**src/rtl/regfile_writeback_arbiter.sv**
```systemverilog
// Two-source writeback arbiter for the register file's single write port (A = execute, B = load).
// Define WB_SCOREBOARD_EN to build the outstanding-load scoreboard; otherwise busy reads as zero.
module regfile_writeback_arbiter #(
    parameter int unsigned STARVE_LIMIT = 3
) (
    input  logic        clk,
    input  logic        rst_n,
    input  logic        a_valid,
    output logic        a_ready,
    input  logic [4:0]  a_rd,
    input  logic [31:0] a_data,
    input  logic        b_valid,
    output logic        b_ready,
    input  logic [4:0]  b_rd,
    input  logic [31:0] b_data,
    output logic [4:0]  write_register,
    output logic [31:0] write_value,
    input  logic        alloc_valid,
    input  logic [4:0]  alloc_rd,
    output logic [15:0] busy
);

    localparam logic [3:0] STARVE_LIM4 = 4'(STARVE_LIMIT);

    logic        a_full_q, a_full_d;
    logic [3:0]  a_rd_q, a_rd_d;
    logic [31:0] a_data_q, a_data_d;
    logic        b_full_q, b_full_d;
    logic [3:0]  b_rd_q, b_rd_d;
    logic [31:0] b_data_q, b_data_d;
    logic [3:0]  starve_q, starve_d;
    logic [4:0]  wr_reg_q, wr_reg_d;
    logic [31:0] wr_val_q, wr_val_d;

    logic grant_a, grant_b;
    logic a_keep, b_keep;

    always_comb begin
        grant_a = 1'b0;
        grant_b = 1'b0;
        if (a_full_q && b_full_q) begin
            grant_a = (starve_q >= STARVE_LIM4);
            grant_b = !grant_a;
        end else begin
            grant_a = a_full_q;
            grant_b = b_full_q;
        end

        // ready is gated by reset and slot state only, never by valid
        a_ready = rst_n && (!a_full_q || grant_a);
        b_ready = rst_n && (!b_full_q || grant_b);

        // rd 0 and rd 16..31 complete the handshake but are dropped
        a_keep = a_valid && a_ready && (a_rd[3:0] != 4'd0) && !a_rd[4];
        b_keep = b_valid && b_ready && (b_rd[3:0] != 4'd0) && !b_rd[4];

        a_full_d = a_keep ? 1'b1 : (grant_a ? 1'b0 : a_full_q);
        a_rd_d   = a_keep ? a_rd[3:0] : a_rd_q;
        a_data_d = a_keep ? a_data : a_data_q;
        b_full_d = b_keep ? 1'b1 : (grant_b ? 1'b0 : b_full_q);
        b_rd_d   = b_keep ? b_rd[3:0] : b_rd_q;
        b_data_d = b_keep ? b_data : b_data_q;

        if (!a_full_q || grant_a) begin
            starve_d = 4'd0;
        end else if (starve_q == 4'hF) begin
            starve_d = 4'hF;
        end else begin
            starve_d = starve_q + 4'd1;
        end

        wr_reg_d = 5'd0;
        wr_val_d = 32'd0;
        if (grant_b) begin
            wr_reg_d = {1'b0, b_rd_q};
            wr_val_d = b_data_q;
        end else if (grant_a) begin
            wr_reg_d = {1'b0, a_rd_q};
            wr_val_d = a_data_q;
        end
    end

    always_ff @(posedge clk) begin
        if (!rst_n) begin
            a_full_q <= 1'b0;
            a_rd_q   <= 4'd0;
            a_data_q <= 32'd0;
            b_full_q <= 1'b0;
            b_rd_q   <= 4'd0;
            b_data_q <= 32'd0;
            starve_q <= 4'd0;
            wr_reg_q <= 5'd0;
            wr_val_q <= 32'd0;
        end else begin
            a_full_q <= a_full_d;
            a_rd_q   <= a_rd_d;
            a_data_q <= a_data_d;
            b_full_q <= b_full_d;
            b_rd_q   <= b_rd_d;
            b_data_q <= b_data_d;
            starve_q <= starve_d;
            wr_reg_q <= wr_reg_d;
            wr_val_q <= wr_val_d;
        end
    end

    assign write_register = wr_reg_q;
    assign write_value    = wr_val_q;

`ifdef WB_SCOREBOARD_EN
    logic [15:0] busy_q, busy_d;

    // clear on the commit edge; a same-edge alloc to that register wins
    always_comb begin
        busy_d = busy_q;
        if (wr_reg_q != 5'd0) begin
            busy_d[wr_reg_q[3:0]] = 1'b0;
        end
        if (alloc_valid && (alloc_rd[3:0] != 4'd0) && !alloc_rd[4]) begin
            busy_d[alloc_rd[3:0]] = 1'b1;
        end
        busy_d[0] = 1'b0;
    end

    always_ff @(posedge clk) begin
        if (!rst_n) begin
            busy_q <= 16'h0000;
        end else begin
            busy_q <= busy_d;
        end
    end

    assign busy = busy_q;
`else
    logic unused_alloc;
    assign unused_alloc = ^{alloc_valid, alloc_rd};
    assign busy = 16'h0000;
`endif

endmodule

```
**config.mk**
```make
export PLATFORM = sky130hd
export DESIGN_NAME = regfile_writeback_arbiter
export DESIGN_NICKNAME = d
export VERILOG_FILES = /design/src/rtl/regfile_writeback_arbiter.sv
export SDC_FILE = /design/constraint.sdc
export NUM_CORES = 1
export LEC_CHECK = 0
export ABC_AREA = 1
export CORE_MARGIN = 3
export CORE_UTILIZATION = 50
export CTS_CLUSTER_DIAMETER = 100
export CTS_CLUSTER_SIZE = 28
export DETAILED_ROUTE_END_ITERATION = 8
export PLACE_DENSITY_LB_ADDON = 0.12
export SYNTH_ARGS = -nofsm -noshare
export SYNTH_HDL_FRONTEND = slang
export SYNTH_SLANG_ARGS = --single-unit
```
**constraint.sdc**
```tcl
create_clock -name clk -period 2 [get_ports clk]
set_input_delay 0.2 -clock clk [delete_from_list [all_inputs] [get_ports clk]]
set_output_delay 0.2 -clock clk [all_outputs]
set_load 0.02 [all_outputs]
```
# --- Word level (Yosys, flattened, before mapping) ---
# Index checks and enable logic that the tools add are counted.
word_totals:
  regBits: 115
  latch_bits: 0
  ramBits: 0
  romBits: 0
  input_bits: 84
  output_inout_bits: 55
  memories: 0
classes:
  n_addsub: 1
  n_mul: 0
  div_mod_pow: 0
  order_cmp: 1
  eq_ne: 1
  shifts: 0
  n_mux: 11
  bitwise: 1
  reduce_logical: 22
op_table:
  columns: ["operator", "count"]
  rows:
  - ["2-to-1 mux 32 bit", 2]
  - ["2-to-1 mux 4 bit", 3]
  - ["logical AND 1 bit", 9]
  - ["nonzero test 4 bit", 2]
  - ["2-to-1 mux 1 bit", 6]
  - ["zero test 1 bit", 5]
  - ["adder 4 x 1 -> 4 bit (second input constant)", 1]
  - ["equality test 4 bit (second input constant)", 1]
  - [">= comparator 4 x 2 -> 1 bit (second input constant)", 1]
  - ["nonzero test 2 bit", 2]
  - ["OR reduction 2 bit", 2]
  - ["logical OR 1 bit", 2]
  - ["NOT 1 bit", 1]

# --- Depth between registers and ports, before layout ---
depth:
  ltp_word: 9
  mapped_depth: 8

# --- Worst setup path after synthesis ---
# No wires, ideal clock.
synth_timing:
  path_kind: "register -> register"
  startpoint: "register starve_q[0]"
  endpoint: "register b_data_q[0]"
  setup_time_ns: 0.117
  t_arrival_ns: 1.187
  required_time_ns: 1.883
  path_slack_ns: 0.696
  path_stages_with_launch: 9
  synth_period_minus_slack_ns: 1.304
  path_cell_list: "dfxtp_1 -> ha_1 -> inv_1 -> nand2_4 -> nand2_2 -> nand2_2 -> buf_2 -> o21bai_1 -> nand2_1"
synth_between:
  elab_chain_cells: 8
synth_lines:
  columns: ["item", "line", "rtl"]
  rows:
  - ["start, declared", "31", "logic [3:0] starve_q, starve_d;"]
  - ["start signal, assigned", "101", "starve_q <= starve_d;"]
  - [">= comparator 4 x 2 -> 1 bit", "42", "grant_a = (starve_q >= STARVE_LIM4);"]
  - ["zero test 1 bit", "43", "grant_b = !grant_a;"]
  - ["2-to-1 mux 1 bit", "41", "if (a_full_q && b_full_q) begin"]
  - ["logical OR 1 bit", "51", "b_ready = rst_n && (!b_full_q || grant_b);"]
  - ["logical AND 1 bit", "51", null]
  - ["logical AND 1 bit (3 in series)", "55", "b_keep = b_valid && b_ready && (b_rd[3:0] != 4'd0) && !b_rd[4];"]
  - ["end signal, assigned", "100", "b_data_q <= b_data_d;"]
  - ["end, declared", "30", "logic [31:0] b_data_q, b_data_d;"]
# No other way between the ends.
# A chain may end at the register's enable or synchronous reset.

# --- Final worst setup path ---
layout_timing:
  startpoint: "register starve_q[0]"
  endpoint: "output port a_ready"
layout_between:
  elab_chain_cells: 4
layout_lines:
  columns: ["item", "line", "rtl"]
  rows:
  - [">= comparator 4 x 2 -> 1 bit", "42", null]
  - ["2-to-1 mux 1 bit", "41", null]
  - ["logical OR 1 bit", "50", "a_ready = rst_n && (!a_full_q || grant_a);"]
  - ["logical AND 1 bit", "50", null]
  - ["end, declared", "9", "output logic a_ready,"]
# No other way between the ends.

==> results_dict.tcl <==
set metrics [dict create \
    drv_cap 0 \
    tightest_slew_ps 758 \
    finalSetupViolCount 0 \
    hold_end "a_full_q" \
    num_antenna_cells 0 \
    clock_latency_ps 510 \
    fp.dieH_um 101 \
    cts_made_buffers 17 \
    slew_viol_final 0 \
    hold_class "input port to register" \
    n_fill_cell 686 \
    fin_tns_setup_ps 0 \
    postSynthCellCount 597 \
    period_needed_ps 1860 \
    viasPerCell 4.91 \
    fin_crit_sh_pct 93.2 \
    dieArea_mm2 0.0103 \
    grt_max_degree 42 \
    top_usage_layer "met2" \
    start_util_pct 52.0 \
    io_buffer_count 115 \
    ys_seq_area_share_pct 50.1 \
    power_density_mw_per_mm2 983 \
    ff2ff_path_depth 6 \
    wire_per_inst_um 13.4 \
    min_path_cells 3 \
    vias 4088 \
    grtUsageMet3_pct 5.37 \
    rows 34 \
    yosysTopAreaCell "dfxtp_1" \
    relSlewSlack_pct 49.3 \
    post-route-drc-count 0 \
    critPathLaunchType "register" \
    leakage_nw 2.99 \
    finalWirelength_mm 11.2 \
    worstPathArrival_ps 1660 \
    fin_worst_skew_ps 7.69 \
    cp_max_fo 5 \
    r2r_slack_ps 330 \
    cts_max_path_buffers 2 \
    yosysWarnings 0 \
    ir_worst_vdd_uv 754 \
    status "finished, final reports clean" \
    timing.rr.start "starve_q[0]" \
    overflow 0 \
    yosysUniqueCellTypes 23 \
    grt_util_all_layers_pct 22.8 \
    max_freq_ghz 0.536 \
    ys_top_cells_by_area "dfxtp_1 (50%), nand2_1 (15%), inv_1 (6.3%)" \
    p_total_w 0.00625 \
    grt_use_met1_pct 26.5 \
    timing.rr.end "write_value[27]" \
    h-tree-depth 4 \
    antenna_found_initial 0 \
    cts_tree "done" \
    dr.pass1.iters 5 \
    grtUsageMet2_pct 41.0 \
    syn_to_final_growth_pct 39.7 \
    clk_pin_slew_ps 50 \
    grt_pass1_vias 3995 \
    drive_above_1_share_pct 7.73 \
    hp-start "rst_n" \
    die_w_um 101 \
    place_congestion 0.772 \
    layout_commonest_cell "nand2_1" \
    holdWs_ps 88.7 \
    grt_pass1_wl_mm 18.5 \
    ant_nets 0 \
    avgSynthCellArea_um2 7.63 \
    ios 139 \
    core_area_mm2 0.00876 \
    cts_root_buf "clkbuf_8" \
    ys_ff_latch 114 \
    synth_top_area_share_pct 50.1 \
    required_ps 1800 \
    final_cell_mix "nand2_1 (187), dfxtp_1 (114), clkdlybuf4s50_1 (112)" \
    cts_setup_buffers 0 \
    end_kind "primary output" \
    crit_type "register to primary output" \
    dp_hpwl_mm 7.18 \
    rsz0062_at_grt "no" \
    hold_viol_final 0 \
    final_nets 796 \
    syn-cell-area_mm2 0.00455 \
    hold_buffers 0 \
    clock-sinks 114 \
    drt_iter0_markers 165 \
]
==> cell usage after synthesis (all sizes together) <==
cell type / instances
o21bai: 36
a21oi: 3
clkbuf: 5
buf: 46
inv: 78
conb: 1
clkinv: 1
nor2: 6
a211oi: 2
ha: 1
nand2: 192
o21ai: 72
dfxtp: 114
nand3: 40
==> how the worst max path moves through the flow <==
stage	slack [ps]	start	end
after global placement	340	starve_q[0]	write_value[27]
after detailed placement	310	starve_q[0]	write_value[7]
after floorplan	700	starve_q[0]	b_data_q[0]
after global routing	50	starve_q[0]	a_ready
after CTS	30	starve_q[0]	a_ready
final	140	starve_q[0]	a_ready
==> critical path, stage by stage (launching register included) <==
cell,delay [ps]
dfxtp_1,310
ha_1,220
inv_2,100
nand3_4,110
nand2_1,70
inv_1,40
dlygate4sd2_1,310
==> cell type report <==
class | instances | area, um^2 | share of cell area [%]
clock buffer | 22 | 463 | 7.28
clock inverter | 10 | 203 | 3.19
inverter | 79 | 297 | 4.66
multi-input combinational | 371 | 1740 | 27.4
sequential | 114 | 2280 | 35.9
tap | 108 | 135 | 2.13
timing repair buffer | 128 | 1240 | 19.5
==> routing by layer <==
metal	vias to the layer above	routed length (um)
li1	2060	-
met1	1883	4550
met2	134	5790
met3	11	716
met4	0	124
met5	-	0
==> report_power, final <==
group	total [W]	internal, W	switching [W]
Sequential	0.00239	0.00236	0.0000246
Clock	0.00337	0.00237	0.00101
Combinational	0.000492	0.000225	0.000267
==> kinds of logic after synthesis <==
kind of cell             after synthesis  synth area share [%]
AO/OA/AOI/OAI                        113                  14.8
adder cells (fa/ha/maj)                1                 0.275
buffers and inverters                130                  13.3
flip-flops                           114                  50.1
other                                  1                0.0824
AND/OR/NAND/NOR                      238                  21.5
==> timing repair <==
| action | CTS | global route |
|---|---|---|
| pin swaps | 0 | 0 |
| resized for setup | 2 | 4 |
| hold endpoints to repair | 0 | 0 |
| endpoints found under the setup margin | 2 | 2 |
==> through the flow <==
stage | instances | cell area, um^2 | setup slack [ps] | utilization [%]
after floorplan | 615 | 4620 | 696 | -
after global placement | 800 | 5690 | 339 | 64.9
after detailed placement | 800 | 5690 | 314 | 64.9
after CTS | 832 | 6350 | 27.4 | 72.5
after global routing | 832 | 6360 | 46.2 | 72.6
final | 832 | 6360 | 135 | 72.6
==> flip-flops by register name (all words and copies together) (netlist names) <==
signal / flops
starve_q: 4
b_data_q: 32
b_full_q: 1
write_value: 32
a_data_q: 32
a_full_q: 1
a_rd_q: 4
write_register: 4
b_rd_q: 4
(Power assumes the default switching activity.)
